$ cat src/rtl/ctrl_sequencer.sv
// Microcode control sequencer for the 8-bit CPU.
// Steps T0..LAST_STEP, decodes opcode/step/flags into the control word.
module ctrl_sequencer #(
  parameter int LAST_STEP = 4,
  parameter bit EARLY_END = 1'b1
) (
  input  logic        CLK,
  input  logic        RESETn,
  input  logic        CLR,
  input  logic [3:0]  OPCODE,
  input  logic        CF,
  input  logic        ZF,
  output logic [14:0] CTRL,
  output logic        FIn,
  output logic [2:0]  STEP,
  output logic        HALTED
);

  localparam logic [14:0] HLT = 15'h4000;
  localparam logic [14:0] MI  = 15'h2000;
  localparam logic [14:0] RI  = 15'h1000;
  localparam logic [14:0] RO  = 15'h0800;
  localparam logic [14:0] IO  = 15'h0400;
  localparam logic [14:0] II  = 15'h0200;
  localparam logic [14:0] AI  = 15'h0100;
  localparam logic [14:0] AO  = 15'h0080;
  localparam logic [14:0] EO  = 15'h0040;
  localparam logic [14:0] SU  = 15'h0020;
  localparam logic [14:0] BI  = 15'h0010;
  localparam logic [14:0] OI  = 15'h0008;
  localparam logic [14:0] CE  = 15'h0004;
  localparam logic [14:0] CO  = 15'h0002;
  localparam logic [14:0] J   = 15'h0001;

  localparam logic [2:0] LAST = 3'(LAST_STEP);

  logic [2:0]  step_q, step_d;
  logic        halted_q, halted_d;
  logic [14:0] word;
  logic        word_fin;
  logic        rst_act;

  assign rst_act = !RESETn || CLR;

  // Microcode decode of the current step, before halt/reset overrides.
  always_comb begin
    word     = '0;
    word_fin = 1'b1;
    if (step_q == 3'd0) begin
      word = MI | CO;
    end else if (step_q == 3'd1) begin
      word = RO | II | CE;
    end else begin
      case (OPCODE)
        4'b0001: begin
          if (step_q == 3'd2) word = IO | MI;
          if (step_q == 3'd3) word = RO | AI;
        end
        4'b0010, 4'b0011: begin
          if (step_q == 3'd2) word = IO | MI;
          if (step_q == 3'd3) word = RO | BI;
          if (step_q == 3'd4) begin
            word     = EO | AI | (OPCODE[0] ? SU : '0);
            word_fin = 1'b0;
          end
        end
        4'b0100: begin
          if (step_q == 3'd2) word = IO | MI;
          if (step_q == 3'd3) word = AO | RI;
        end
        4'b0101: if (step_q == 3'd2) word = IO | AI;
        4'b0110: if (step_q == 3'd2) word = IO | J;
        4'b0111: if (step_q == 3'd2 && CF) word = IO | J;
        4'b1000: if (step_q == 3'd2 && ZF) word = IO | J;
        4'b1110: if (step_q == 3'd2) word = AO | OI;
        4'b1111: if (step_q == 3'd2) word = HLT;
        default: word = '0;
      endcase
    end
  end

  // Output mux: reset forces the fetch word, halt forces HLT only.
  always_comb begin
    CTRL = word;
    FIn  = word_fin;
    if (rst_act) begin
      CTRL = MI | CO;
      FIn  = 1'b1;
    end else if (halted_q) begin
      CTRL = HLT;
      FIn  = 1'b1;
    end
  end

  // Next step: hold on halt, wrap at last step, or end early on empty word.
  always_comb begin
    step_d   = step_q;
    halted_d = halted_q;
    if (!halted_q) begin
      if (word[14]) begin
        halted_d = 1'b1;
      end else if (step_q == LAST) begin
        step_d = 3'd0;
      end else if (EARLY_END && step_q >= 3'd2 &&
                   word == '0 && word_fin) begin
        step_d = 3'd0;
      end else begin
        step_d = step_q + 3'd1;
      end
    end
  end

  // State registers with synchronous reset/clear.
  always_ff @(posedge CLK) begin
    if (rst_act) begin
      step_q   <= 3'd0;
      halted_q <= 1'b0;
    end else begin
      step_q   <= step_d;
      halted_q <= halted_d;
    end
  end

  assign STEP   = step_q;
  assign HALTED = halted_q;

endmodule

$ cat config.mk
export PLATFORM = sky130hd
export DESIGN_NAME = ctrl_sequencer
export DESIGN_NICKNAME = d
export VERILOG_FILES = /design/src/rtl/ctrl_sequencer.sv
export SDC_FILE = /design/constraint.sdc
export NUM_CORES = 1
export LEC_CHECK = 0
export CAP_MARGIN = 5
export CORE_AREA = 2 2 39 41
export DETAILED_ROUTE_END_ITERATION = 10
export DIE_AREA = 0 0 41 43
export DONT_BUFFER_PORTS = 1
export PLACE_DENSITY = 0.62
export SLEW_MARGIN = 20
export SYNTH_ARGS = -nofsm -noshare
export SYNTH_HDL_FRONTEND = slang
export SYNTH_SLANG_ARGS = --single-unit
$ cat constraint.sdc
create_clock -name CLK -period 4.75 [get_ports CLK]
set_input_delay 0.95 -clock CLK [delete_from_list [all_inputs] [get_ports CLK]]
set_output_delay 0.95 -clock CLK [all_outputs]
set_load 0.1 [all_outputs]
==> results of run 1 <==
layer usage:
layer,up-vias,global-route usage [%],wire length (µm)
met1,310,23.42,632
li1,329,-,-
met4,0,10.00,29
met3,4,1.571,90
met5,-,0,0
met2,26,34.06,808
state kept, by name, indices dropped and copies added, names as in the netlist:
signal,flops
STEP,3
HALTED,1
cell families (layout without fill, tap and decap cells):
kind of cell,after synthesis,count (layout)
compound gates,18,18
buf+inv,10,26
fa+ha+maj,5,5
flops,4,4
xor+xnor,1,1
simple gates,44,44
mux,1,1
critical path, cell delays in order:
cell and delay, ps:
nor2b_4 170, or2b_2 400, nor2_1 130, o221ai_1 380
a21oi_2 240, buf_4 310
final timing paths:
check	startpoint	end	slack, ps	cells after the start
worst max-delay path	RESETn	CTRL[7]	1220	6
worst min-delay path	STEP[0]	STEP[0]	590	1
worst max register to register	STEP[0]	STEP[0]	2700	8
worst min register to register	STEP[0]	STEP[0]	590	1
through the flow:
step | hold slack, ps | util [%] | setup WS [ps]
CTS | 598.6 | 62.12 | 1218
global route | 623.3 | 62.12 | 1093
detailed placement | 572.3 | 60.49 | 1220
floorplan | 982.1 | - | 92.79
finish | 592.2 | 62.12 | 1221
global placement | 540.7 | 60.49 | 1258
cell type report:
class / count / area [µm²]
Multi-Input combinational cell: 69 / 563.0
Fill cell: 135 / 524.3
Timing Repair Buffer: 18 / 155.1
Sequential cell: 4 / 80.08
Clock buffer: 3 / 22.52
Tap cell: 16 / 20.02
Inverter: 5 / 18.77
synth_stat cells (all sizes together):
master   count  share of area [%]
o32ai        1                2.5
ha           5                9.6
o21a         3                3.4
and3         2                3.4
o31ai        3                5.7
nor2        10                5.7
or2b         1                1.3
nor3b        2                3.1
buf          5                7.1
and4         2                3.3
a31oi        1               0.96
a21bo        1                1.5
xnor2        1                1.3
nor2b        4                5.4
and4b        1                1.5
nand4bb      1                1.7
or4b         1                1.5
dfxtp        4                 12
o221ai       1                1.3
nand3        2                1.5
inv          5                2.9
o21ai        3                2.9
nand4b       1                1.3
nor3         3                2.3
nand2       10                5.7
a211oi       1                1.1
or3          1               0.96
or2          1               0.96
a21oi        3                2.3
or3b         1                1.7
and2         1               0.96
a21o         1                1.1
mux2i        1                1.5
power breakdown:
| part | leakage, nW | internal [mW] | switching, mW |
|---|---|---|---|
| combinational | 0.290 | 0.0134 | 0.0271 |
| sequential | 0.0325 | 0.0347 | 0.00152 |
| clock | 0.0138 | 0.0282 | 0.0124 |
| total | 0.336 | 0.0763 | 0.0411 |
==> results.py, run 1 <==
metrics = {
    "outcome": {
        "status": "finished, final reports clean",
    },
    "route": {
        "drt_iter0_markers": 8,
        "first_pass_iters": 4,
        "viasPerCell": 5.817,
        "wire_per_inst_um": 13.57,
        "route.detailed.drc": 0,
        "antenna_left": 0,
        "num_vias": 669,
        "routed_wl_um": 1560,
    },
    "floorplanning": {
        "start_util_pct": 47.29,
        "ios": 29,
        "die_w_um": 41,
        "std_cell_rows": 14,
        "fp.coreArea_mm2": 0.001384,
        "fp.dieH_um": 43,
        "dieArea_mm2": 0.001763,
    },
    "synthesis": {
        "yosys.area_share.xor_xnor_pct": 1.338,
        "syn_inst": 83,
        "ys_ff_latch": 4,
        "synth_top_family_by_area": "simple AND/OR/NAND/NOR gates",
        "synth_nets": 97,
        "synth_compound_area_share_pct": 22.94,
        "syn-cell-area_um2": 654.4,
        "synth.mux.area_fraction_pct": 1.530,
        "synthDistinctLibCells": 40,
        "synthAdderAreaFrac_pct": 9.560,
        "synth-seq-area-share_pct": 12.24,
        "ys_warn_count": 0,
        "avgSynthCellArea_um2": 7.884,
        "synthSimpleGateAreaFrac_pct": 42.45,
    },
    "placement": {
        "dp_cells": 112,
        "gp_congestion": 0.7938,
        "place_area_um2": 837.1,
        "numPortBuffers": 0,
        "hpwlAfterDp_um": 1238,
    },
    "cts": {
        "cts_hold_buf": 0,
        "cts_max_path_buffers": 2,
        "cts_htree_levels": 1,
        "cts_tree": "yes",
        "insertion_delay_ps": 230,
        "clk_pin_slew_worst_paths_ps": 40,
        "cts_buffers": 3,
        "post_cts_resized": 0,
        "cts_setup_buffers": 0,
        "clockRootBuffer": "clkbuf_4",
        "clock_sinks": 4,
    },
    "power_and_ir_drop": {
        "power_mw": 0.1174,
        "p_leak_nw": 0.3360,
        "power-per-cell-area_mw_per_mm2": 136.5,
        "peakVddDrop_uv": 46.63,
    },
    "timing": {
        "drv_slew": 0,
        "setup_tns_ps": 0,
        "worstMarginPinSlew_ps": 1117,
        "max_freq_mhz": 283.3,
        "slew_headroom_pct": 25.46,
        "rsz0062_at_grt": "false",
        "finClkSkew_ps": 1.158,
        "finalCriticalPeriod_ps": 3529,
        "setup_viol": 0,
        "finalHoldViolations": 0,
        "timing.final.crit_share_pct": 74.31,
    },
    "worst_setup_path": {
        "startpoint_type": "primary input",
        "crit_required_ps": 3800,
        "path_max_fanout": 7,
        "crit_type": "primary input to primary output",
        "critPathArrivalTime_ps": 2580,
        "end_kind": "primary output",
    },
    "global_route": {
        "grt_pass1_wl_um": 2518,
        "grt_max_degree": 13,
        "grt_use_total_pct": 20.08,
        "grt_pass1_vias": 645,
        "grt_antenna_before_repair": 0,
        "grt_overflow_total": 0,
    },
    "layout": {
        "area_growth_pct": 31.36,
        "drive_gt1_share_pct": 49.49,
        "final_common_cell": "buf_4",
        "stdcell_count": 115,
        "final_area_um2": 859.6,
        "layout_common_cells": "buf_4, nand2_1, nor2_2, inv_1, ha_1",
        "nets": 115,
        "n_antenna_cell": 0,
    },
    "worst_hold_path": {
        "worst_hold_path_type": "flop to flop",
    },
    "job": {
        "drv_cap": 0,
    },
}
Note: power is estimated with default switching activity, not from simulation.
==> inputs of run 2 (changes only) <==
clock period = 3.7 ns   (was 4.75 ns; I/O delays follow)
==> run 2 against run 1 <==
Global-route usage rose by 0.72 points. Design area rose by 14%. Clock-buffer cell count is the same. Via count up 3.1%. Largest cell class unchanged. Sequential share of layout area decreased by 1.1 points. Critical endpoint unchanged.
==> results.py, run 2 (synthesized netlist as in run 1, its figures left out) <==
metrics = {
    "timing": {
        "setup_viol": 0,
        "max_freq_mhz": 323.4,
        "finalCriticalPeriod_ps": 3092,
        "finalHoldViolations": 0,
        "slew_headroom_pct": 41.85,
        "finClkSkew_ps": 0.4412,
        "worstMarginPinSlew_ps": 872.2,
        "rsz0062_at_grt": "false",
        "drv_slew": 0,
        "setup_slack_ps": 607.8,
        "timing.final.crit_share_pct": 83.57,
        "hold_ws_ps": 607.9,
    },
    "worst_setup_path": {
        "critPathArrivalTime_ps": 2350,
        "startpoint_type": "primary input",
        "end_kind": "primary output",
        "crit_type": "primary input to primary output",
        "crit_required_ps": 2960,
        "path_max_fanout": 7,
    },
    "layout": {
        "layout_common_cells": "buf_4, nand2_1, buf_12",
        "final_common_cell": "buf_4",
        "nets": 117,
        "fin_util_pct": 70.80,
        "area_growth_pct": 49.71,
        "final_area_um2": 979.7,
        "n_fill_cell": 112,
        "n_antenna_cell": 0,
        "stdcell_count": 117,
        "drive_gt1_share_pct": 50.50,
        "largest_reg_flops": 3,
    },
    "cts": {
        "clockRootBuffer": "clkbuf_4",
        "clock_sinks": 4,
        "cts_tree": "yes",
        "cts_setup_buffers": 0,
        "cts_buffers": 3,
        "insertion_delay_ps": 240,
        "post_cts_resized": 0,
        "cts_max_path_buffers": 2,
        "cts_hold_buf": 0,
        "clk_pin_slew_worst_paths_ps": 40,
        "cts_htree_levels": 1,
    },
    "global_route": {
        "grt_pass1_vias": 637,
        "grt_antenna_before_repair": 0,
        "grt_pass1_wl_um": 2525,
        "grt_use_total_pct": 20.80,
        "grt_max_degree": 13,
        "grt_overflow_total": 0,
    },
    "route": {
        "first_pass_iters": 6,
        "route.detailed.drc": 0,
        "drt_iter0_markers": 13,
        "num_vias": 690,
        "antenna_left": 0,
        "routed_wl_um": 1660,
        "viasPerCell": 5.897,
        "wire_per_inst_um": 14.19,
    },
    "job": {
        "drv_cap": 0,
    },
    "floorplanning": {
        "fp.coreArea_mm2": 0.001384,
        "start_util_pct": 47.29,
        "dieArea_mm2": 0.001763,
        "std_cell_rows": 14,
        "ios": 29,
        "die_w_um": 41,
        "fp.dieH_um": 43,
    },
    "outcome": {
        "status": "finished, final reports clean",
    },
    "placement": {
        "place_area_um2": 957.2,
        "hpwlAfterDp_um": 1363,
        "numPortBuffers": 0,
        "dpl_worst_slack_ps": 587.9,
        "dp_cells": 114,
        "gp_congestion": 0.8097,
    },
    "power_and_ir_drop": {
        "power-per-cell-area_mw_per_mm2": 159.9,
        "peakVddDrop_uv": 57.14,
        "p_leak_nw": 0.3673,
    },
    "worst_hold_path": {
        "worst_hold_path_type": "flop to flop",
    },
}
[run 2: cell count changes in the layout (fill, tap and decap cells not counted)]
| cell | change |
|---|---|
| nor2_2 | -1 |
| nor2_4 | +1 |
| buf_12 | +8 |
| buf_4 | -6 |
[run 2: critical path, cell delays in order]
cell and delay, ps:
nor2b_4 180, or2b_2 410, nor2_1 130, o221ai_1 380
a21oi_2 310, buf_12 200
[run 2: path summary, 6_finish.rpt]
path | startpoint | end | slack (ps) | depth (start not counted)
worst max-delay path | RESETn | CTRL[7] | 610 | 6
worst min-delay path | STEP[2] | STEP[2] | 610 | 2
worst max register to register | STEP[1] | STEP[1] | 1770 | 8
worst min register to register | STEP[2] | STEP[2] | 610 | 2
[run 2: per-stage QoR]
stage	power (mW)	setup TNS, ps
finish	0.1566	0
global route	0.1612	0
CTS	0.1585	0
detailed placement	0.1004	0
global placement	0.09913	0
floorplan	0.09794	-1923
[run 2: power by group]
part	leakage, nW	switching (mW)	total [mW]	internal [mW]
clock	0.0138	0.0207	0.0572	0.0365
combinational	0.321	0.0357	0.0536	0.0179
sequential	0.0325	0.00141	0.0459	0.0445
total	0.367	0.0578	0.157	0.0988
[run 2: routing by layer]
| metal | wire (µm) | up-vias | track usage (%) | share of wire [%] |
|---|---|---|---|---|
| li1 | - | 331 | - | - |
| met1 | 605 | 331 | 22.86 | 36 |
| met2 | 949 | 26 | 36.56 | 57 |
| met3 | 87 | 2 | 0.5236 | 5.2 |
| met4 | 18 | 0 | 12.00 | 1.1 |
| met5 | 0 | - | 0 | 0 |
[run 2: area by class of cell]
| type | count | area [µm²] | area share, % |
|---|---|---|---|
| timing repair buffer | 20 | 270.3 | 27.59 |
| multi-input combinational | 69 | 568.0 | 57.98 |
| sequential | 4 | 80.08 | 8.174 |
| inverter | 5 | 18.77 | 1.916 |
| clock buffer | 3 | 22.52 | 2.299 |
| tap | 16 | 20.02 | 2.043 |
==> inputs of run 3 (changes only) <==
clock period = 2.9 ns   (was 3.7 ns; I/O delays follow)
==> run 3 against run 2 <==
Combinational power grew 35%. Critical path depth is the same. Utilization grew 5.5 points. Non-clock buffer count grew 2. Power grew 35%. Clock skew grew 4.8 ps. First-iteration DRC count shrank 23%. Routed wire length grew 4.9%. Clock-buffer cell count grew 1. Clock power grew 43%. Sequential cell count is the same. Worst hold slack lost 110 ps. Largest power group unchanged.
==> results.py, run 3 (synthesized netlist as in run 1, its figures left out) <==
metrics = {
    "worst_setup_path": {
        "crit-reg2reg-launch": "STEP[1]",
        "worstReg2RegEnd": "STEP[1]",
        "end_kind": "primary output",
        "crit_required_ps": 2320,
        "rr_worst_depth": 8,
        "reg2reg_slack_ps": 950,
        "startpoint_type": "flop",
        "crit_type": "flop to primary output",
        "path_max_fanout": 7,
        "critPathArrivalTime_ps": 2140,
        "crit_start": "STEP[1]",
        "critPathCapture": "CTRL[4]",
    },
    "global_route": {
        "grt_max_degree": 13,
        "grt_antenna_before_repair": 0,
        "grt_use_total_pct": 23.72,
        "grt_pass1_wl_um": 2925,
        "grt_overflow_total": 0,
        "grt_pass1_vias": 676,
    },
    "timing": {
        "finalCriticalPeriod_ps": 2716,
        "setup_tns_ps": 0,
        "rsz0062_at_grt": "false",
        "drv_slew": 0,
        "setup_slack_ps": 184.3,
        "slew_headroom_pct": 42.26,
        "finClkSkew_ps": 5.216,
        "finalHoldViolations": 0,
        "setup_viol": 0,
        "timing.final.crit_share_pct": 93.65,
        "worstMarginPinSlew_ps": 866.1,
        "max_freq_mhz": 368.2,
    },
    "route": {
        "first_pass_iters": 4,
        "viasPerCell": 5.600,
        "num_vias": 672,
        "route.detailed.drc": 0,
        "antenna_left": 0,
        "routed_wl_um": 1742,
        "wire_per_inst_um": 14.52,
        "drt_iter0_markers": 10,
    },
    "power_and_ir_drop": {
        "power-per-cell-area_mw_per_mm2": 200.8,
        "p_leak_nw": 0.3832,
        "peakVddDrop_uv": 101.8,
    },
    "placement": {
        "hpwlAfterDp_um": 1468,
        "numPortBuffers": 0,
        "gp_congestion": 0.8914,
        "dpl_worst_slack_ps": 292.6,
        "dp_cells": 116,
    },
    "cts": {
        "cts_buffers": 3,
        "cts_max_path_buffers": 2,
        "insertion_delay_ps": 250,
        "cts_tree": "yes",
        "cts_setup_buffers": 0,
        "clock_sinks": 4,
        "post_cts_resized": 0,
        "cts_htree_levels": 1,
        "clk_pin_slew_worst_paths_ps": 40,
        "clockRootBuffer": "clkbuf_4",
        "cts_hold_buf": 0,
    },
    "layout": {
        "n_fill_cell": 103,
        "layout_common_cells": "buf_4, nand2_1, buf_12, nor2_4",
        "area_growth_pct": 61.38,
        "largest_reg_flops": 3,
        "drive_gt1_share_pct": 56.73,
        "n_antenna_cell": 0,
        "stdcell_count": 120,
        "final_common_cell": "buf_4",
        "nets": 119,
        "fin_util_pct": 76.31,
    },
    "floorplanning": {
        "fp.dieH_um": 43,
        "std_cell_rows": 14,
        "die_w_um": 41,
        "dieArea_mm2": 0.001763,
        "ios": 29,
        "fp.coreArea_mm2": 0.001384,
        "start_util_pct": 47.29,
    },
    "job": {
        "drv_cap": 0,
    },
    "worst_hold_path": {
        "worst_hold_path_type": "primary input to flop",
        "min_path_cells": 2,
    },
    "outcome": {
        "status": "finished, final reports clean",
    },
}
## run 3: worst min path at each step
stage / from / endpoint / slack (ps)
2_1_floorplan: STEP[1] / STEP[1] / 640
4_1_cts: CLR / HALTED / 490
3_5_place_dp: STEP[2] / STEP[2] / 710
6_report: CLR / HALTED / 500
3_3_place_gp: STEP[2] / STEP[2] / 710
5_1_grt: CLR / HALTED / 500
## run 3: final cells by class
| type | instances | area [µm²] | area share [%] |
|---|---|---|---|
| Clock buffer | 4 | 26.28 | 2.488 |
| Inverter | 5 | 18.77 | 1.777 |
| Multi-Input combinational cell | 69 | 615.6 | 58.29 |
| Sequential cell | 4 | 90.09 | 8.531 |
| Tap cell | 16 | 20.02 | 1.896 |
| Timing Repair Buffer | 22 | 285.3 | 27.01 |
## run 3: worst max-delay path, cell delays in order (launching register included)
cell and delay [ps]:
dfxtp_4 360, inv_1 80, ha_1 300, nor2_1 140, o221ai_2 710, nor2_4 100
buf_12 200
## run 3: routing by layer
| layer | global-route usage [%] | wire length, µm | vias up |
|---|---|---|---|
| li1 | - | - | 338 |
| met1 | 29.30 | 683 | 310 |
| met2 | 41.25 | 961 | 22 |
| met3 | 0.5236 | 79 | 2 |
| met4 | 8.000 | 18 | 0 |
| met5 | 0 | 0 | - |
## run 3: power by group
group	internal [mW]	leakage (nW)	switching, mW	total [mW]
Combinational	0.0245	0.333	0.0479	0.0724
Sequential	0.0558	0.0349	0.00194	0.0578
Clock	0.0521	0.0150	0.0298	0.0819
Total	0.132	0.383	0.0797	0.212
## run 3: metrics by stage
step	hold WS [ps]	cell area [µm²]	total power, mW
after floorplan	642.0	767.0	0.1277
after global placement	713.9	1030	0.1294
after detailed placement	714.9	1030	0.1312
after CTS	492.0	1056	0.2153
after global routing	500.9	1056	0.2200
final	497.7	1056	0.2121
